==> src/rtl/melody_sequencer_pkg.sv <==
// Shared types and constants for the melody sequencer and the tone oscillator it feeds.
// Holds the mode type, FSM state encoding, note markers and the fixed melody tables.
package melody_sequencer_pkg;

    typedef enum logic {
        OFF = 1'b0,
        ON  = 1'b1
    } MODE_TYPES;

    typedef enum logic [2:0] {
        IDLE = 3'd0,
        LOAD = 3'd1,
        PLAY = 3'd2,
        GAP  = 3'd3,
        DONE = 3'd4
    } seq_state_t;

    localparam logic [7:0] NOTE_END  = 8'hFF;
    localparam logic [7:0] NOTE_REST = 8'h00;

    localparam int NUM_MELODIES = 4;
    localparam int TABLE_DEPTH  = 8;

    // Entries past the terminator are padded with NOTE_END.
    localparam logic [7:0] MELODY_TABLE [NUM_MELODIES][TABLE_DEPTH] = '{
        '{8'd40,  8'd60,  8'd80,  8'hFF,  8'hFF, 8'hFF, 8'hFF, 8'hFF},
        '{8'd120, 8'd0,   8'd120, 8'hFF,  8'hFF, 8'hFF, 8'hFF, 8'hFF},
        '{8'd200, 8'd150, 8'd100, 8'd50,  8'hFF, 8'hFF, 8'hFF, 8'hFF},
        '{8'hFF,  8'hFF,  8'hFF,  8'hFF,  8'hFF, 8'hFF, 8'hFF, 8'hFF}
    };

endpackage

==> src/rtl/melody_sequencer_if.sv <==
// Control/status bundle between the sound-request source and the melody sequencer.
interface melody_sequencer_if;
    import melody_sequencer_pkg::*;

    // Handshake: trigger is level-sampled and accepted only while busy=0 and
    // state=ON; busy stays high until the sequencer is back in IDLE, and done
    // pulses for one cycle when a melody finishes without being aborted.
    MODE_TYPES   state;
    logic        trigger;
    logic [1:0]  melody_sel;
    logic [7:0]  freq;
    logic        playSound;
    logic        busy;
    logic        done;

    modport master (
        output state, trigger, melody_sel,
        input  freq, playSound, busy, done
    );

    modport slave (
        input  state, trigger, melody_sel,
        output freq, playSound, busy, done
    );

endinterface

==> src/rtl/melody_sequencer_rom.sv <==
// Combinational melody table lookup: (sel, index) -> 8-bit note entry.
module melody_rom
    import melody_sequencer_pkg::*;
#(
    parameter int IDX_W = 3
) (
    input  logic [1:0]       sel,
    input  logic [IDX_W-1:0] index,
    output logic [7:0]       entry
);

    always_comb begin
        entry = NOTE_END;
        if (32'(index) < TABLE_DEPTH) begin
            entry = MELODY_TABLE[sel][3'(index)];
        end
    end

endmodule

==> src/rtl/melody_sequencer.sv <==
// Turns a one-cycle sound request into a timed note sequence for the tone oscillator.
// Optional build macro MELODY_LOOP_EN: repeat the melody while trigger stays high.
module melody_sequencer
    import melody_sequencer_pkg::*;
#(
    parameter int NOTE_TICKS = 10000000,
    parameter int GAP_TICKS  = 1000000,
    parameter int MAX_NOTES  = 8
) (
    input  logic                clk,
    input  logic                nRst,
    melody_sequencer_if.slave   bus,
    output seq_state_t          fsm_dbg
);

    localparam int IW = (MAX_NOTES > 1) ? $clog2(MAX_NOTES) : 1;

    seq_state_t     fsm, fsm_nxt;
    logic [IW-1:0]  index, index_nxt;
    logic [23:0]    tick, tick_nxt;
    logic [1:0]     sel, sel_nxt;
    logic [7:0]     freq_r, freq_nxt;
    logic           play_r, play_nxt;
    logic           busy_r, busy_nxt;
    logic           done_r, done_nxt;
    logic [7:0]     entry;
    logic           loop_ok;

    melody_rom #(.IDX_W(IW)) u_rom (
        .sel   (sel),
        .index (index),
        .entry (entry)
    );

`ifdef MELODY_LOOP_EN
    assign loop_ok = bus.trigger && (bus.state == ON);
`else
    assign loop_ok = 1'b0;
`endif

    always_ff @(posedge clk) begin
        if (nRst) begin
            fsm    <= IDLE;
            index  <= '0;
            tick   <= '0;
            sel    <= '0;
            freq_r <= '0;
            play_r <= 1'b0;
            busy_r <= 1'b0;
            done_r <= 1'b0;
        end else begin
            fsm    <= fsm_nxt;
            index  <= index_nxt;
            tick   <= tick_nxt;
            sel    <= sel_nxt;
            freq_r <= freq_nxt;
            play_r <= play_nxt;
            busy_r <= busy_nxt;
            done_r <= done_nxt;
        end
    end

    always_comb begin
        fsm_nxt   = fsm;
        index_nxt = index;
        tick_nxt  = tick;
        sel_nxt   = sel;
        freq_nxt  = freq_r;
        play_nxt  = 1'b0;
        done_nxt  = 1'b0;

        case (fsm)
            IDLE: begin
                if (bus.trigger && bus.state == ON) begin
                    sel_nxt   = bus.melody_sel;
                    index_nxt = '0;
                    fsm_nxt   = LOAD;
                end
            end
            LOAD: begin
                if (entry == NOTE_END) begin
                    if (loop_ok) begin
                        index_nxt = '0;
                    end else begin
                        fsm_nxt  = DONE;
                        done_nxt = 1'b1;
                    end
                end else begin
                    fsm_nxt  = PLAY;
                    tick_nxt = '0;
                    freq_nxt = entry;
                    play_nxt = (entry != NOTE_REST);
                end
            end
            PLAY: begin
                if (tick == 24'(NOTE_TICKS - 1)) begin
                    fsm_nxt  = GAP;
                    tick_nxt = '0;
                    freq_nxt = '0;
                end else begin
                    tick_nxt = tick + 24'd1;
                end
            end
            GAP: begin
                if (tick == 24'(GAP_TICKS - 1)) begin
                    tick_nxt = '0;
                    if (index != IW'(MAX_NOTES - 1)) begin
                        index_nxt = index + IW'(1);
                        fsm_nxt   = LOAD;
                    end else if (loop_ok) begin
                        index_nxt = '0;
                        fsm_nxt   = LOAD;
                    end else begin
                        fsm_nxt  = DONE;
                        done_nxt = 1'b1;
                    end
                end else begin
                    tick_nxt = tick + 24'd1;
                end
            end
            DONE: begin
                fsm_nxt = IDLE;
            end
            default: begin
                fsm_nxt = IDLE;
            end
        endcase

        // OFF aborts any active melody silently, without a done pulse.
        if (fsm != IDLE && bus.state == OFF) begin
            fsm_nxt  = IDLE;
            freq_nxt = '0;
            play_nxt = 1'b0;
            done_nxt = 1'b0;
        end

        busy_nxt = (fsm_nxt != IDLE);
    end

    assign bus.freq      = freq_r;
    assign bus.playSound = play_r;
    assign bus.busy      = busy_r;
    assign bus.done      = done_r;
    assign fsm_dbg       = fsm;

endmodule

==> src/flat_wrapper.sv <==
// flat-port wrapper written by rule: the top's interface ports become plain ports
module melody_sequencer_flat import melody_sequencer_pkg::*;
#(
    parameter int NOTE_TICKS = 10000000,
    parameter int GAP_TICKS  = 1000000,
    parameter int MAX_NOTES  = 8
)
  (clk, nRst, fsm_dbg, bus_state, bus_trigger, bus_melody_sel, bus_freq, bus_playSound, bus_busy, bus_done);
  melody_sequencer_if bus_i ();
  input  logic clk;
  input  logic nRst;
  output seq_state_t fsm_dbg;
  input wire logic [$bits(bus_i.state)-1:0] bus_state;
  input wire logic [$bits(bus_i.trigger)-1:0] bus_trigger;
  input wire logic [$bits(bus_i.melody_sel)-1:0] bus_melody_sel;
  output wire logic [$bits(bus_i.freq)-1:0] bus_freq;
  output wire logic [$bits(bus_i.playSound)-1:0] bus_playSound;
  output wire logic [$bits(bus_i.busy)-1:0] bus_busy;
  output wire logic [$bits(bus_i.done)-1:0] bus_done;
  assign bus_i.state = bus_state;
  assign bus_i.trigger = bus_trigger;
  assign bus_i.melody_sel = bus_melody_sel;
  assign bus_freq = bus_i.freq;
  assign bus_playSound = bus_i.playSound;
  assign bus_busy = bus_i.busy;
  assign bus_done = bus_i.done;
  melody_sequencer #(.NOTE_TICKS(NOTE_TICKS), .GAP_TICKS(GAP_TICKS), .MAX_NOTES(MAX_NOTES)) u_core (.clk(clk), .nRst(nRst), .bus(bus_i), .fsm_dbg(fsm_dbg));
endmodule
==> config.mk <==
export PLATFORM = sky130hd
export DESIGN_NAME = melody_sequencer_flat
export DESIGN_NICKNAME = d
export VERILOG_FILES = /design/src/rtl/melody_sequencer_pkg.sv /design/src/rtl/melody_sequencer_if.sv /design/src/rtl/melody_sequencer_rom.sv /design/src/rtl/melody_sequencer.sv /design/src/flat_wrapper.sv
export SDC_FILE = /design/constraint.sdc
export NUM_CORES = 1
export LEC_CHECK = 0
export CAP_MARGIN = 25
export CORE_AREA = 3 3 61 105
export DETAILED_ROUTE_END_ITERATION = 7
export DIE_AREA = 0 0 64 108
export PLACE_DENSITY = 0.7
export SLEW_MARGIN = 30
export SYNTH_ARGS = -nofsm -noshare
export SYNTH_HDL_FRONTEND = slang
export SYNTH_SLANG_ARGS = --single-unit
==> constraint.sdc <==
create_clock -name clk -period 2.2 [get_ports clk]
set_input_delay 0.55 -clock clk [delete_from_list [all_inputs] [get_ports clk]]
set_output_delay 0.55 -clock clk [all_outputs]
set_load 0.01 [all_outputs]
==> results of run 1 <==
[cell usage after synthesis, drive strengths merged, types with 4 or more instances]
| library cell | number |
|---|---|
| nor2 | 27 |
| clkbuf | 8 |
| a211oi | 4 |
| a22o | 9 |
| nor4 | 4 |
| nand4 | 12 |
| nand3 | 14 |
| nor3 | 10 |
| dfxtp | 43 |
| nand2b | 8 |
| xnor2 | 4 |
| o2bb2ai | 5 |
| ha | 7 |
| o21ai | 7 |
| and3 | 12 |
| inv | 8 |
| a221o | 5 |
| buf | 9 |
| mux2i | 5 |
| nand2 | 27 |
| nor2b | 5 |
| a31oi | 8 |
| a21oi | 14 |
[through the flow]
| stage | setup TNS (ps) | hold slack (ps) |
|---|---|---|
| after floorplan | 0 | 462 |
| after global placement | -1370 | 454 |
| after detailed placement | -1790 | 446 |
| after CTS | -327 | 477 |
| after global routing | -1130 | 494 |
| final | 0 | 473 |
[where the power goes]
part           internal (mW)  switching [mW]  leakage [nW]
registers              0.788          0.0136         0.350
logic                  0.102           0.104         0.897
clock network          0.223           0.265        0.0422
[cell families after synthesis]
kind of cell	after synthesis	synth area share
fa+ha+maj	7	0.0349
flops	43	0.343
compound gates	76	0.230
mux	6	0.0244
simple gates	139	0.296
buf+inv	25	0.0508
xor+xnor	6	0.0209
[flip-flops by register name, summed over array words and instances (netlist names)]
| name | flops |
|---|---|
| u_core.bus.busy | 1 |
| u_core.bus.done | 1 |
| u_core.bus.freq | 8 |
| u_core.bus.playSound | 1 |
| u_core.fsm_dbg | 3 |
| u_core.index | 3 |
| u_core.sel | 2 |
| u_core.tick | 24 |
[per-layer routing]
layer | wire length, µm | vias up | global-route usage
met4 | 234 | 0 | 0.108
met1 | 2680 | 1227 | 0.211
met3 | 138 | 17 | 0.0260
met5 | 0 | - | 0
li1 | - | 1243 | -
met2 | 3880 | 45 | 0.409
[what timing repair did]
| action | in CTS | in global routing |
|---|---|---|
| setup buffers | 5 | 0 |
| pin swaps | 15 | 6 |
| gates resized for setup | 19 | 14 |
| cloned | 1 | 0 |
| setup endpoints to repair | 30 | 35 |
[area by class of cell]
| type | instances | area share |
|---|---|---|
| multi-input combinational | 234 | 0.496 |
| clock buffer | 7 | 0.0231 |
| inverter | 8 | 0.0106 |
| sequential | 43 | 0.264 |
| timing repair buffer | 66 | 0.177 |
| clock inverter | 1 | 0.00151 |
| tap | 76 | 0.0288 |
[path summary, 6_finish.rpt]
path | slack (ps) | from | to | cells after the start
worst max-delay path | 20 | u_core.sel[1] | u_core.tick[13] | 9
worst min-delay path | 470 | u_core.bus.freq[4] | u_core.bus.freq[4] | 1
worst max register to register | 20 | u_core.sel[1] | u_core.tick[13] | 9
worst min register to register | 470 | u_core.bus.freq[4] | u_core.bus.freq[4] | 1
==> impl_metrics.tcl, run 1 <==
set metrics [dict create \
    outcome "finished clean" \
    via_per_inst 5.82 \
    ys_seq_area_frac 0.343 \
    ctsHoldBuffers 0 \
    pin_count 20 \
    die_x_um 64 \
    grt-ovfl-total 0 \
    crit_buf_inv 2 \
    clkTransAtPathRegs_ps 80 \
    drt_iter0_markers 121 \
    worstSetupStartpointType "flop" \
    final_cells 435 \
    cts_buffers 5 \
    area_growth_pct 31.6 \
    num_vias 2532 \
    wire_per_inst_um 15.9 \
    ys_warn_count 0 \
    drc_errors 0 \
    finalWorstSetupSlack_ps 23.7 \
    syn_area_um2 2510 \
    crit_family "compound AO/OA/AOI/OAI gates" \
    pre_cts_ws_ps -95.1 \
    ir_drop_v 0.000435 \
    most-common-layout-cells "43 x buf_4, 38 x dfxtp_1, 26 x nand2_1, 24 x nor2_1, 19 x clkdlybuf4s50_1" \
    synthCells 302 \
    nets 371 \
    drive_above_1_share 0.242 \
    max_cap_violations 0 \
    slew_headroom 0.664 \
    final_common_cell "buf_4" \
    h-tree-depth 2 \
    crit_path_end_kind "flop" \
    totalWireLength_um 6930 \
    finalCritPeriodShare 0.989 \
    grt_max_degree 29 \
    power.density_nw_per_um2 452 \
    critPathKind "flop to flop" \
    p_leak_nw 1.29 \
    crit_slowest_cell "dfxtp_4" \
    synth_cell_types 58 \
    diodes 0 \
    rsz0062_at_grt "yes" \
    syn_avg_cell_area_um2 8.32 \
    clockBufferDepth 2 \
    synthTopCellsByArea "dfxtp_1 34%, nand2_1 4.0%, nor2_1 4.0%" \
    critical-path-max-stage-delay_ps 420 \
    p_total_mw 1.50 \
    dp_cells 424 \
    final_max_slew_viol_count 0 \
    postLayoutCoreUtil 0.587 \
    antenna_found_initial 0 \
    start_util 0.446 \
    syn_nets 315 \
    stdcell_area_um2 3310 \
    skew_ps 8.58 \
    hold_violations 0 \
    worstPathRequired_ps 2440 \
    hpwlAfterDp_um 5130 \
    yosys.area.top_type_share 0.343 \
    async_flop_share 0 \
    dieHeight_um 108 \
    die_area_um2 6910 \
    clk_latency_ps 290 \
    regArea_um2 872 \
    yosys.area.top_type "dfxtp_1" \
    setup_viol 0 \
    multiInputGateArea_um2 1640 \
    fmax_mhz 459 \
    track_usage 0.210 \
    synth_edf_count 0 \
    grt_pass1_wl_um 11500 \
    postPlaceCellArea_um2 3100 \
    path_cells "inv_4, ha_4, nor4bb_1, a2111o_1, o21ai_2, o31a_2, nor3_4, buf_6, a22o_1" \
    cts_num_sinks 43 \
    fill_cells 529 \
    io_buffer_count 19 \
    period_needed_ps 2180 \
    ys_ff_latch 43 \
    cts_tree "yes" \
    grt_pass1_vias 2511 \
    antenna_left 0 \
    tightestPinTransition_ps 498 \
    cts_root_buf "clkbuf_8" \
    globalplace.congestion 0.844 \
    drt_first_pass_iters 4 \
    hold_path.class "flop to flop" \
    rows 36 \
    core_area_um2 5630 \
    arrival_ps 2410 \
    synth_flop_cell "dfxtp_1" \
    path_max_fanout 8 \
]
(Power assumes the default switching activity.)
==> inputs of run 2 (changes only) <==
Settings changed: MAX_ROUTING_LAYER from default to met4.
==> impl_metrics.tcl, run 2 (synthesis gave the netlist of run 1 again) <==
set metrics [dict create \
    outcome "finished, violations left" \
    violations "setup timing" \
    totalWireLength_um 6750 \
    hpwlAfterDp_um 5180 \
    p_leak_nw 1.34 \
    largest-register "u_core.tick" \
    hold-path-endpoint "u_core.bus.freq[5]" \
    area_growth_pct 34.8 \
    drt_iter0_markers 132 \
    r2r_start "u_core.sel[1]" \
    hold_violations 0 \
    totalNegativeSetupSlack_ps -2.25 \
    hp-start "u_core.bus.freq[5]" \
    clk_latency_ps 290 \
    grt_pass1_vias 2529 \
    globalplace.congestion 0.894 \
    die_x_um 64 \
    worstPathRequired_ps 2420 \
    worstSetupStartpointType "flop" \
    grt-ovfl-total 0 \
    worstRegToRegCells 9 \
    core_area_um2 5630 \
    finalWorstSetupSlack_ps -2.25 \
    power.density_nw_per_um2 485 \
    clockBufferDepth 2 \
    grt_pass1_wl_um 11400 \
    rr_endpoint "u_core.bus.freq[6]" \
    cts_root_buf "clkbuf_8" \
    crit_path_end_kind "flop" \
    antenna_left 0 \
    fin_hold_ws_ps 467 \
    pin_count 20 \
    most-common-layout-cells "45 x buf_4, 38 x dfxtp_1, 27 x nand2_1, 24 x nor2_1, 19 x clkdlybuf4s50_1" \
    num_vias 2537 \
    diodes 0 \
    finalCritPeriodShare 1.00 \
    antenna_found_initial 0 \
    via_per_inst 5.78 \
    final_common_cell "buf_4" \
    ff2ff_setup_slack_ps -2 \
    cts_tree "yes" \
    cts_buffers 5 \
    setup_viol 1 \
    rows 36 \
    die_area_um2 6910 \
    drt_first_pass_iters 4 \
    arrival_ps 2420 \
    io_buffer_count 19 \
    final_max_slew_viol_count 0 \
    ir_drop_v 0.000405 \
    rsz0062_at_grt "yes" \
    dieHeight_um 108 \
    largest_reg_flops 24 \
    fmax_mhz 454 \
    drc_errors 0 \
    p_total_mw 1.64 \
    drive_above_1_share 0.259 \
    start_util 0.446 \
    postLayoutCoreUtil 0.601 \
    critPathKind "flop to flop" \
    h-tree-depth 2 \
    clkTransAtPathRegs_ps 80 \
    slew_headroom 0.684 \
    wire_per_inst_um 15.4 \
    skew_ps 8.11 \
    max_cap_violations 0 \
    cts_num_sinks 43 \
    nets 375 \
    track_usage 0.213 \
    hold_path.class "flop to flop" \
    tightestPinTransition_ps 469 \
    min_path_cells 1 \
    path_max_fanout 7 \
    period_needed_ps 2200 \
    grt_max_degree 35 \
]
==> run 2: metrics by stage <==
stage	instance area, µm²	instances	setup slack, ps
2_1_floorplan	2530	302	4.71
3_3_place_gp	3080	425	-25.9
3_5_place_dp	3080	425	-61.4
4_1_cts	3350	438	-32.5
5_1_grt	3390	439	-129
6_report	3390	439	-2.25
==> run 2: worst max-delay path, cell delays in order, from the launching register on <==
cell and delay [ps]:
dfxtp_4 370, buf_6 120, buf_6 120, nand3b_1 180, a21oi_2 180, o32ai_1 110, o31a_2 410, buf_12 140
a211oi_4 330, o2bb2ai_1 160
==> run 2: timing repair <==
| action | in CTS | in global routing |
|---|---|---|
| gates cloned | 1 | 0 |
| pin swaps | 10 | 16 |
| gates resized for setup | 21 | 16 |
| setup buffers | 4 | 2 |
| endpoints found under the setup margin | 25 | 34 |
| hold buffers | 0 | 0 |
| hold endpoints to repair | 0 | 0 |
==> run 2: worst max path at each step <==
stage                                     to          start  depth (start not counted)  slack, ps
final                     u_core.bus.freq[6]  u_core.sel[1]                          9         -2
after CTS                     u_core.tick[7]  u_core.sel[1]                          9        -30
after global placement       u_core.tick[23]  u_core.sel[0]                          9        -30
after floorplan               u_core.tick[0]  u_core.sel[1]                          9          5
after detailed placement     u_core.tick[10]  u_core.sel[0]                          9        -60
after global routing      u_core.bus.freq[2]  u_core.sel[1]                          9       -130
==> run 2: area by class of cell <==
type | count | area, µm²
clock buffer | 6 | 82.6
clock inverter | 2 | 35.0
fill | 506 | 2240
inverter | 8 | 35.0
multi-input combinational | 234 | 1640
sequential | 43 | 872
tap | 76 | 95.1
timing repair buffer | 70 | 627
==> run 2: metal layers <==
metal / routed length [µm] / up-vias / GRT usage
li1: - / 1248 / -
met1: 2450 / 1209 / 0.196
met2: 3870 / 58 / 0.416
met3: 184 / 22 / 0.0239
met4: 244 / 0 / 0.107
met5: 0 / - / -
==> run 2: power by group <==
part | switching [mW] | internal [mW] | leakage (nW)
sequential | 0.0106 | 0.787 | 0.350
combinational | 0.105 | 0.107 | 0.927
clock | 0.267 | 0.367 | 0.0612
